## config.mk

```make
export PLATFORM = sky130hd
export DESIGN_NAME = bus_timer
export DESIGN_NICKNAME = d
export VERILOG_FILES = /design/src/rtl/bus_timer.sv
export SDC_FILE = /design/constraint.sdc
export NUM_CORES = 1
export LEC_CHECK = 0
export ABC_AREA = 1
export BUFFER_PORTS_ARGS = -buffer_cell sky130_fd_sc_hd__buf_2
export CORE_ASPECT_RATIO = 0.8
export CORE_MARGIN = 1
export CORE_UTILIZATION = 45
export CTS_CLUSTER_SIZE = 25
export DETAILED_ROUTE_END_ITERATION = 6
export SETUP_SLACK_MARGIN = 0.1
export SLEW_MARGIN = 0
export SYNTH_ARGS = -nofsm -noshare
export SYNTH_HDL_FRONTEND = slang
export SYNTH_SLANG_ARGS = --single-unit
```

## constraint.sdc

```tcl
create_clock -name clk -period 1.9 [get_ports clk]
set_clock_uncertainty 0.15 [all_clocks]
set_input_delay 0.285 -clock clk [delete_from_list [all_inputs] [get_ports clk]]
set_output_delay 0.285 -clock clk [all_outputs]
set_load 0.01 [all_outputs]
```

## src/rtl/bus_timer.sv

```systemverilog
// bus_timer: memory-mapped 16-bit interval timer with an 8-bit prescaler.
// It responds to an 8-byte window at BASE_ADDR and drives a level IRQ.
// Optional macro BUS_TIMER_CAPTURE_EN: a CNT_LO read stores counter[15:8]
// in a shadow register. A later CNT_HI read returns that shadow value, so a
// LO-then-HI read pair gives a coherent 16-bit count.
module bus_timer #(
  parameter logic [15:0] BASE_ADDR   = 16'hD000,
  parameter logic [15:0] RESET_LATCH = 16'hFFFF
) (
  input  logic        clk,
  input  logic        resetn,
  input  logic [15:0] address,
  input  logic [7:0]  wr_data,
  input  logic        wr_enable,
  output logic [7:0]  rd_data,
  output logic        sel,
  output logic        irq
);

  localparam logic [2:0] OFF_CNT_LO   = 3'd0;
  localparam logic [2:0] OFF_CNT_HI   = 3'd1;
  localparam logic [2:0] OFF_CTRL     = 3'd2;
  localparam logic [2:0] OFF_STATUS   = 3'd3;
  localparam logic [2:0] OFF_PRESCALE = 3'd4;

  logic [15:0] latch_q, latch_d;
  logic [15:0] counter_q, counter_d;
  logic        run_q, run_d;
  logic        cont_q, cont_d;
  logic        irqEn_q, irqEn_d;
  logic        expired_q, expired_d;
  logic [7:0]  prescale_q, prescale_d;
  logic [7:0]  preCnt_q, preCnt_d;
  logic        irq_q, irq_d;
`ifdef BUS_TIMER_CAPTURE_EN
  logic [7:0]  shadow_q, shadow_d;
`endif

  logic [2:0] offset;
  logic       wrEn;
  logic       rdEn;
  logic       tick;
  logic       preLoad;
  logic       statusClear;

  // Address decode, bus strobes and the prescaler tick.
  always_comb begin
    sel         = (address[15:3] == BASE_ADDR[15:3]);
    offset      = address[2:0];
    wrEn        = sel & wr_enable;
    rdEn        = sel & ~wr_enable;
    tick        = run_q & (preCnt_q == 8'd0);
    preLoad     = (wrEn && (offset == OFF_CNT_HI)) ||
                  (wrEn && (offset == OFF_CTRL) && wr_data[0] && !run_q);
    statusClear = (rdEn && (offset == OFF_STATUS)) ||
                  (wrEn && (offset == OFF_STATUS) && wr_data[0]);
  end

  // Next state: apply the countdown first, then let bus writes override it.
  always_comb begin
    latch_d    = latch_q;
    counter_d  = counter_q;
    run_d      = run_q;
    cont_d     = cont_q;
    irqEn_d    = irqEn_q;
    expired_d  = expired_q;
    prescale_d = prescale_q;
    preCnt_d   = preCnt_q;
`ifdef BUS_TIMER_CAPTURE_EN
    shadow_d   = shadow_q;
    if (rdEn && (offset == OFF_CNT_LO)) shadow_d = counter_q[15:8];
`endif

    if (statusClear) expired_d = 1'b0;

    if (tick) begin
      if (counter_q != 16'd0) begin
        counter_d = counter_q - 16'd1;
      end else begin
        expired_d = 1'b1;
        if (cont_q) counter_d = latch_q;
        else        run_d     = 1'b0;
      end
    end

    if (preLoad)     preCnt_d = prescale_q;
    else if (run_q)  preCnt_d = (preCnt_q == 8'd0) ? prescale_q : preCnt_q - 8'd1;

    if (wrEn) begin
      case (offset)
        OFF_CNT_LO: latch_d[7:0] = wr_data;
        OFF_CNT_HI: begin
          latch_d[15:8] = wr_data;
          counter_d     = {wr_data, latch_q[7:0]};
        end
        OFF_CTRL: begin
          run_d   = wr_data[0];
          cont_d  = wr_data[1];
          irqEn_d = wr_data[2];
        end
        OFF_PRESCALE: prescale_d = wr_data;
        default: ;
      endcase
    end

    irq_d = expired_d & irqEn_d;
  end

  // State registers with synchronous active-low reset.
  always_ff @(posedge clk) begin
    if (!resetn) begin
      latch_q    <= RESET_LATCH;
      counter_q  <= RESET_LATCH;
      run_q      <= 1'b0;
      cont_q     <= 1'b0;
      irqEn_q    <= 1'b0;
      expired_q  <= 1'b0;
      prescale_q <= 8'd0;
      preCnt_q   <= 8'd0;
      irq_q      <= 1'b0;
`ifdef BUS_TIMER_CAPTURE_EN
      shadow_q   <= 8'd0;
`endif
    end else begin
      latch_q    <= latch_d;
      counter_q  <= counter_d;
      run_q      <= run_d;
      cont_q     <= cont_d;
      irqEn_q    <= irqEn_d;
      expired_q  <= expired_d;
      prescale_q <= prescale_d;
      preCnt_q   <= preCnt_d;
      irq_q      <= irq_d;
`ifdef BUS_TIMER_CAPTURE_EN
      shadow_q   <= shadow_d;
`endif
    end
  end

  // Combinational read mux; returns zero outside the window so it can be ORed.
  always_comb begin
    rd_data = 8'h00;
    if (sel) begin
      case (offset)
        OFF_CNT_LO:   rd_data = counter_q[7:0];
`ifdef BUS_TIMER_CAPTURE_EN
        OFF_CNT_HI:   rd_data = shadow_q;
`else
        OFF_CNT_HI:   rd_data = counter_q[15:8];
`endif
        OFF_CTRL:     rd_data = {5'b00000, irqEn_q, cont_q, run_q};
        OFF_STATUS:   rd_data = {7'b0000000, expired_q};
        OFF_PRESCALE: rd_data = prescale_q;
        default:      rd_data = 8'h00;
      endcase
    end
  end

  assign irq = irq_q;

endmodule

```

==> results by group, run 1 <==
Clock tree
  – Clock-pin slew on the worst setup and hold paths: 100 ps
  – CTS Buf Count: 5
  – Hold_buf cts: 0
  – Maximum root-to-sink buffer count: 2
  – H-tree levels: 2
  – CTS tree: built
  – Worst-Skew Late Latency: 310 ps
  – CTS sink count: 53
  – Clk root buf: clkbuf_8

Final layout
  – Util after Layout: 0.657
  – Syn-to-layout area delta: 39.1%
  – Nets@finish: 679
  – ANT cells: 0
  – Post-Layout Inst Area: 0.00495 sq mm
  – Layout cells sized above 1: 0.350

Power
  – Power Density: 425 mW/mm^2
  – Cell leakage power: 2.33 nW
  – IR drop worst, VDD: 0.330 mV

Synthesis
  – Synthesized cell area: 0.00355 sq mm
  – Most common flop cell mapped by yosys: dfxtp_1
  – Post-Syn Area per Cell: 6.50 sq um
  – Cell count after synthesis: 547
  – Syn nets: 578
  – Flops & latches, synth: 53
  – Seq/Total Area, Yosys: 0.298
  – Synth cell types: 43
  – Number of flops mapped to enable cells by yosys: 0
  – Synth warn: 0
  – Asr flop ratio synth: 0

Worst setup path
  – Setup crit end kind: flip-flop
  – Slowest cell on crit path: dfxtp_2
  – Crit path required time: 1950 ps
  – FF-to-FF path depth: 11
  – R2r endpoint: counter_q[9]
  – Max incr delay on CP: 340 ps
  – Worst Path Arrival: 1860 ps
  – Crit path max fanout: 4
  – R2R setup slack: 90 ps
  – WS Path Type: reg -> reg
  – CP Cell Sequence: inv_2 -> ha_4 -> nand3b_1 -> nor2_2 -> nand2_2 -> inv_4 -> nand3_4 -> o21ai_4 -> nand2_1 -> o21ai_2 -> a21oi_1
  – Worst Setup Start Kind: flip-flop
  – Worst reg2reg path startpoint: counter_q[0]

STA
  – Slew Limit Fails: 0
  – Slew headroom: 0.769
  – Peak Freq: 553 MHz
  – Worst hold slack: 107 ps
  – Unrepaired setup endpoints after global routing: true
  – Worst-margin pin slew: 345 ps
  – Fin crit period: 1810 ps
  – Final hold vios: 0
  – Endpoints failing setup: 0
  – Tcrit/Tclk final: 0.951
  – Final WS setup: 92.8 ps

Floorplanning
  – Initial core utilization: 0.472
  – Die height: 81.5 um
  – DIE WIDTH: 101 um
  – # IOs: 37
  – Core ar.: 0.00753 sq mm
  – DIE AREA: 0.00826 sq mm
  – # rows: 28

Hold path
  – Hold path start: wr_data[4]
  – Worst hold path depth: 3
  – WHS Endpoint: latch_q[4]
  – HP Class: in -> reg

Placement
  – Port-buffer cells: 36
  – Dpl ws: -39.5 ps
  – DPL Wire Length: 9140 um
  – Routability congestion estimate: 0.889
  – Placed inst area: 0.00423 sq mm

Drt
  – 1st-iter DRT viols: 369
  – DR pass1 iterations: 5
  – ANT nets after route: 0
  – # DRC: 0
  – WL/cell: 16.7 um
  – Vias: 4156
  – Routed vias/inst: 5.51
  – Final wirelength: 12600 um

GRT
  – Vias in the first global route: 3647
  – Largest net degree at the start of global routing: 20
  – Initial antenna violation count: 0
  – First-pass GRT wire length: 18700 um
  – GRT Total Usage: 0.303
  – GRT Residual Overflow: 0

Job
  – Max-Cap Viols: 0

Run status
  – Status: finished clean
sequential cells by signal, indices dropped and copies added, names as in the netlist:
| name | count |
|---|---|
| preCnt_q | 8 |
| cont_q | 1 |
| irq | 1 |
| latch_q | 16 |
| prescale_q | 8 |
| run_q | 1 |
| expired_q | 1 |
| irqEn_q | 1 |
| counter_q | 16 |
critical path: cells and delay by family (launching register included):
family | cells | cell delay (ps)
AO/OA/AOI/OAI | 3 | 410
AND/OR/NAND/NOR | 5 | 480
flip-flops | 1 | 340
adder cells (fa/ha/maj) | 1 | 150
buffers and inverters | 2 | 170
cell usage in the layout, fill, tap and decap left out, drive strengths merged, types with 2 or more instances in the layout:
cell type / synthesis / layout
nor2: 60 / 60
o211ai: 7 / 7
a221oi: 2 / 2
mux2i: 3 / 3
clkinv: 1 / 2
a21boi: 2 / 2
buf: 12 / 111
nor4: 3 / 3
a31oi: 6 / 6
a21oi: 27 / 27
dfxtp: 53 / 53
nand2: 158 / 158
a211oi: 9 / 9
clkbuf: 5 / 6
nor3: 9 / 9
inv: 67 / 67
o21ai: 31 / 31
ha: 4 / 4
xor2: 10 / 10
nand4: 15 / 15
nand3: 55 / 55
xnor2: 2 / 2
nand3b: 2 / 2
through the flow:
step	instances	TNS (ps)	power [W]
floorplan	547	0	0.00119
global placement	732	-199	0.00127
detailed placement	732	-187	0.00127
CTS	745	0	0.00206
global route	754	-1.77	0.00216
finish	754	0	0.00210
area by class of cell:
type,instances,area (sq um)
fill,684,2590
inverter,68,270
clock buffer,6,72.6
multi-input combinational,409,2480
timing repair buffer,111,881
tap,105,131
clock inverter,2,38.8
sequential,53,1070
how the worst max path moves through the flow:
stage               cells past startpoint         start            end
floorplan                               6    address[1]     rd_data[2]
global placement                        9    address[8]     rd_data[2]
detailed placement                     11    address[6]   counter_q[5]
CTS                                     5         run_q     rd_data[0]
global route                           12  counter_q[0]  counter_q[11]
finish                                 11  counter_q[0]   counter_q[9]
power breakdown:
group / total, W / internal (W) / leakage [nW] / switching [W]
clock: 0.000799 / 0.000397 / 0.0554 / 0.000402
sequential: 0.00111 / 0.00111 / 0.427 / 0.000000137
combinational: 0.000196 / 0.0000831 / 1.85 / 0.000112
total: 0.00210 / 0.00159 / 2.33 / 0.000515
Yosys cell counts, types with 2 or more instances:
| cell type | instances | share of area |
|---|---|---|
| nor2_1 | 49 | 0.052 |
| nand4_1 | 14 | 0.025 |
| nand3b_1 | 2 | 0.0042 |
| nand2_4 | 5 | 0.016 |
| inv_2 | 4 | 0.0042 |
| nor2_4 | 4 | 0.013 |
| nor2_2 | 7 | 0.012 |
| nand3_1 | 52 | 0.073 |
| a31oi_1 | 6 | 0.011 |
| nand2_2 | 5 | 0.0088 |
| ha_1 | 4 | 0.014 |
| xor2_1 | 10 | 0.025 |
| mux2i_1 | 3 | 0.0084 |
| o21ai_1 | 11 | 0.015 |
| clkbuf_1 | 5 | 0.0053 |
| xnor2_1 | 2 | 0.0049 |
| o21ai_0 | 19 | 0.027 |
| nor3_4 | 2 | 0.0092 |
| buf_4 | 2 | 0.0042 |
| dfxtp_1 | 53 | 0.30 |
| buf_2 | 8 | 0.011 |
| o211ai_1 | 7 | 0.015 |
| inv_1 | 62 | 0.065 |
| buf_6 | 2 | 0.0063 |
| nand3_2 | 2 | 0.0056 |
| a21oi_1 | 27 | 0.038 |
| nor4_1 | 3 | 0.0053 |
| nor3_1 | 6 | 0.0084 |
| a211oi_1 | 9 | 0.019 |
| a221oi_1 | 2 | 0.0049 |
| nand2_1 | 148 | 0.16 |
per-layer routing:
metal,part of all wire,track usage,wire length [um],up-vias
met3,0.090,0.0579,1130,29
li1,-,-,-,2003
met5,0,0,0,-
met2,0.42,0.447,5290,199
met4,0.024,0.0681,296,0
met1,0.47,0.451,5850,1925
kinds of logic (layout without fill, tap and decap cells):
kind of cell | after synthesis | after routing | share of synthesized area
compound gates | 86 | 86 | 0.143
simple gates | 304 | 304 | 0.405
buf+inv | 85 | 187 | 0.101
flops | 53 | 53 | 0.298
mux | 3 | 3 | 0.00845
fa+ha+maj | 4 | 4 | 0.0141
xor+xnor | 12 | 12 | 0.0296
repair_timing:
action,in CTS,in global routing
endpoints found under the setup margin,22,27
gates cloned,0,1
pin swaps,11,45
buffers inserted,5,8
gates resized for setup,50,95
Power figures use the tool's default switching activity.
==> run 2: changes to the inputs <==
--- a/config.mk
+++ b/config.mk
@@ -12,6 +12,7 @@
 export CORE_UTILIZATION = 45
 export CTS_CLUSTER_SIZE = 25
 export DETAILED_ROUTE_END_ITERATION = 6
+export HOLD_SLACK_MARGIN = 0.12
 export SETUP_SLACK_MARGIN = 0.1
 export SLEW_MARGIN = 0
 export SYNTH_ARGS = -nofsm -noshare
==> run 2 against run 1 <==
Non-clock buffer count grew 2. Routed wire length increased by 0.27%. Worst setup slack got worse by 5.4 ps. Cell count grew 0.27%. Combinational power is essentially flat. Fmax decreased by 0.30%. Sequential power barely moved. First-iteration DRC count is 13% lower. Via count is 0.55% higher. Design area rose by 0.40%.
==> results by group, run 2 (same netlist as run 1, synthesis figures left out) <==
Floorplanning
  – # rows: 28 (unchanged)
  – Die height: 81.5 um (unchanged)
  – DIE AREA: 0.00826 sq mm (unchanged)
  – Core ar.: 0.00753 sq mm (unchanged)
  – DIE WIDTH: 101 um (unchanged)
  – Initial core utilization: 0.472 (unchanged)
  – # IOs: 37 (unchanged)

Drt
  – Routed vias/inst: 5.53 (was 5.51)
  – WL/cell: 16.7 um (about the same)
  – Vias: 4179 (was 4156)
  – ANT nets after route: 0 (unchanged)
  – # DRC: 0 (unchanged)
  – 1st-iter DRT viols: 322 (was 369)
  – DR pass1 iterations: 5 (unchanged)
  – Final wirelength: 12600 um (about the same)

Final layout
  – Syn-to-layout area delta: 39.7% (was 39.1%)
  – Nets@finish: 681 (was 679)
  – ANT cells: 0 (unchanged)
  – Post-Layout Inst Area: 0.00497 sq mm (was 0.00495 sq mm)
  – Largest regs: counter_q x16, latch_q x16 (unchanged)
  – Leading cell types in the layout, fill and taps excluded: nand2_1 (140), buf_4 (59), nand3_1 (48) (unchanged)
  – Commonest non-fill, non-tap cell in the layout: nand2_1 (unchanged)
  – Layout cells sized above 1: 0.349 (was 0.350)

GRT
  – GRT Residual Overflow: 0 (unchanged)
  – Largest net degree at the start of global routing: 20 (unchanged)
  – Vias in the first global route: 3655 (was 3647)
  – GRT Total Usage: 0.303 (about the same)
  – First-pass GRT wire length: 18700 um (about the same)
  – Initial antenna violation count: 0 (unchanged)

Worst setup path
  – Worst Path Arrival: 1920 ps (was 1860 ps)
  – Worst reg2reg path startpoint: counter_q[2] (was counter_q[0])
  – CP Launch Point: counter_q[2] (was counter_q[0])
  – Setup crit end: counter_q[6] (was counter_q[9])
  – WS Path Type: reg -> reg (unchanged)
  – R2r endpoint: counter_q[6] (was counter_q[9])
  – R2R setup slack: 90 ps (about the same)
  – Worst Setup Start Kind: flip-flop (unchanged)
  – FF-to-FF path depth: 9 (was 11)
  – Setup crit end kind: flip-flop (unchanged)
  – Crit path required time: 2010 ps (was 1950 ps)
  – Crit path max fanout: 6 (was 4)

STA
  – Endpoints failing setup: 0 (unchanged)
  – Worst-margin pin slew: 349 ps (was 345 ps)
  – Slew Limit Fails: 0 (unchanged)
  – Final hold vios: 0 (unchanged)
  – Peak Freq: 552 MHz (was 553 MHz)
  – Tcrit/Tclk final: 0.954 (was 0.951)
  – Unrepaired setup endpoints after global routing: true (unchanged)
  – Final setup TNS: 0 ps (unchanged)
  – Slew headroom: 0.767 (was 0.769)
  – Fin crit period: 1810 ps (about the same)

Clock tree
  – CTS Buf Count: 5 (unchanged)
  – Worst-Skew Late Latency: 310 ps (about the same)
  – H-tree levels: 2 (unchanged)
  – CTS sink count: 53 (unchanged)
  – CTS tree: built (unchanged)
  – Clk root buf: clkbuf_8 (unchanged)
  – Maximum root-to-sink buffer count: 2 (unchanged)
  – Clock-pin slew on the worst setup and hold paths: 100 ps (about the same)

Placement
  – Placed inst area: 0.00423 sq mm (unchanged)
  – DPL Wire Length: 9140 um (unchanged)
  – Routability congestion estimate: 0.889 (unchanged)
  – Port-buffer cells: 36 (unchanged)

Power
  – Tot Pwr: 0.00211 W (was 0.00210 W)
  – IR drop worst, VDD: 0.329 mV (was 0.330 mV)
  – Power Density: 424 mW/mm^2 (was 425 mW/mm^2)
  – Cell leakage power: 2.34 nW (was 2.33 nW)

Hold path
  – HP Class: in -> reg (unchanged)

Run status
  – Status: finished clean (unchanged)

Job
  – Max-Cap Viols: 0 (unchanged)
[run 2: cell types whose count changed in the layout (fill, tap and decap cells not counted), sizes merged]
cell	delta
dlygate4sd3	+2
[run 2: stage by stage]
| step | setup WS (ps) | hold slack, ps | utilization | cells |
|---|---|---|---|---|
| 2_1_floorplan | 217 | 267 | - | 547 |
| 5_1_grt | -1.03 | 131 | 0.659 | 756 |
| 4_1_cts | 82.0 | 122 | 0.604 | 747 |
| 6_report | 87.4 | 112 | 0.659 | 756 |
| 3_3_place_gp | -41.6 | 283 | 0.561 | 732 |
| 3_5_place_dp | -39.5 | 283 | 0.561 | 732 |
[run 2: power breakdown]
group          internal [W]  switching, W
clock              0.000397      0.000402
combinational     0.0000858      0.000113
sequential          0.00111   0.000000138
total               0.00159      0.000515
[run 2: per-layer routing]
layer,up-vias,GRT usage,share of wire
met3,27,0.0579,0.083
met1,1957,0.451,0.47
li1,2010,-,-
met2,185,0.448,0.42
met5,-,0,0
met4,0,0.0681,0.026
[run 2: area by class of cell]
cell class	instances	area [sq um]
fillers	683	2570
multi-input cells	409	2480
flip-flops and latches	53	1070
repair buffers	113	901
inverters	68	270
well taps	105	131
clock buffers	6	72.6
clock inverters	2	38.8
[run 2: worst min path at each step]
stage                      from     endpoint  slack (ps)  depth (start not counted)
floorplan           latch_q[12]  latch_q[12]         270                          2
global placement    latch_q[12]  latch_q[12]         280                          2
detailed placement  latch_q[12]  latch_q[12]         280                          2
CTS                  wr_data[5]  latch_q[13]         120                          3
global route             resetn   latch_q[3]         130                          2
finish               wr_data[5]  latch_q[13]         110                          3
[run 2: repair_timing]
action,CTS,global route
pin swaps,11,45
cloned,0,1
gates resized for setup,50,95
setup endpoints to repair,22,27
setup buffers,5,8
hold buffers,2,0
endpoints found under the hold margin,5,0
[run 2: worst max-delay path, cell delays in order, from the launching register on]
cell and delay [ps]:
dfxtp_4 390, nor2_4 160, nand2_2 90, nor4_2 260
nand2_1 130, buf_6 140, buf_6 110, o211ai_1 170
nand3_1 100, nand3_1 70
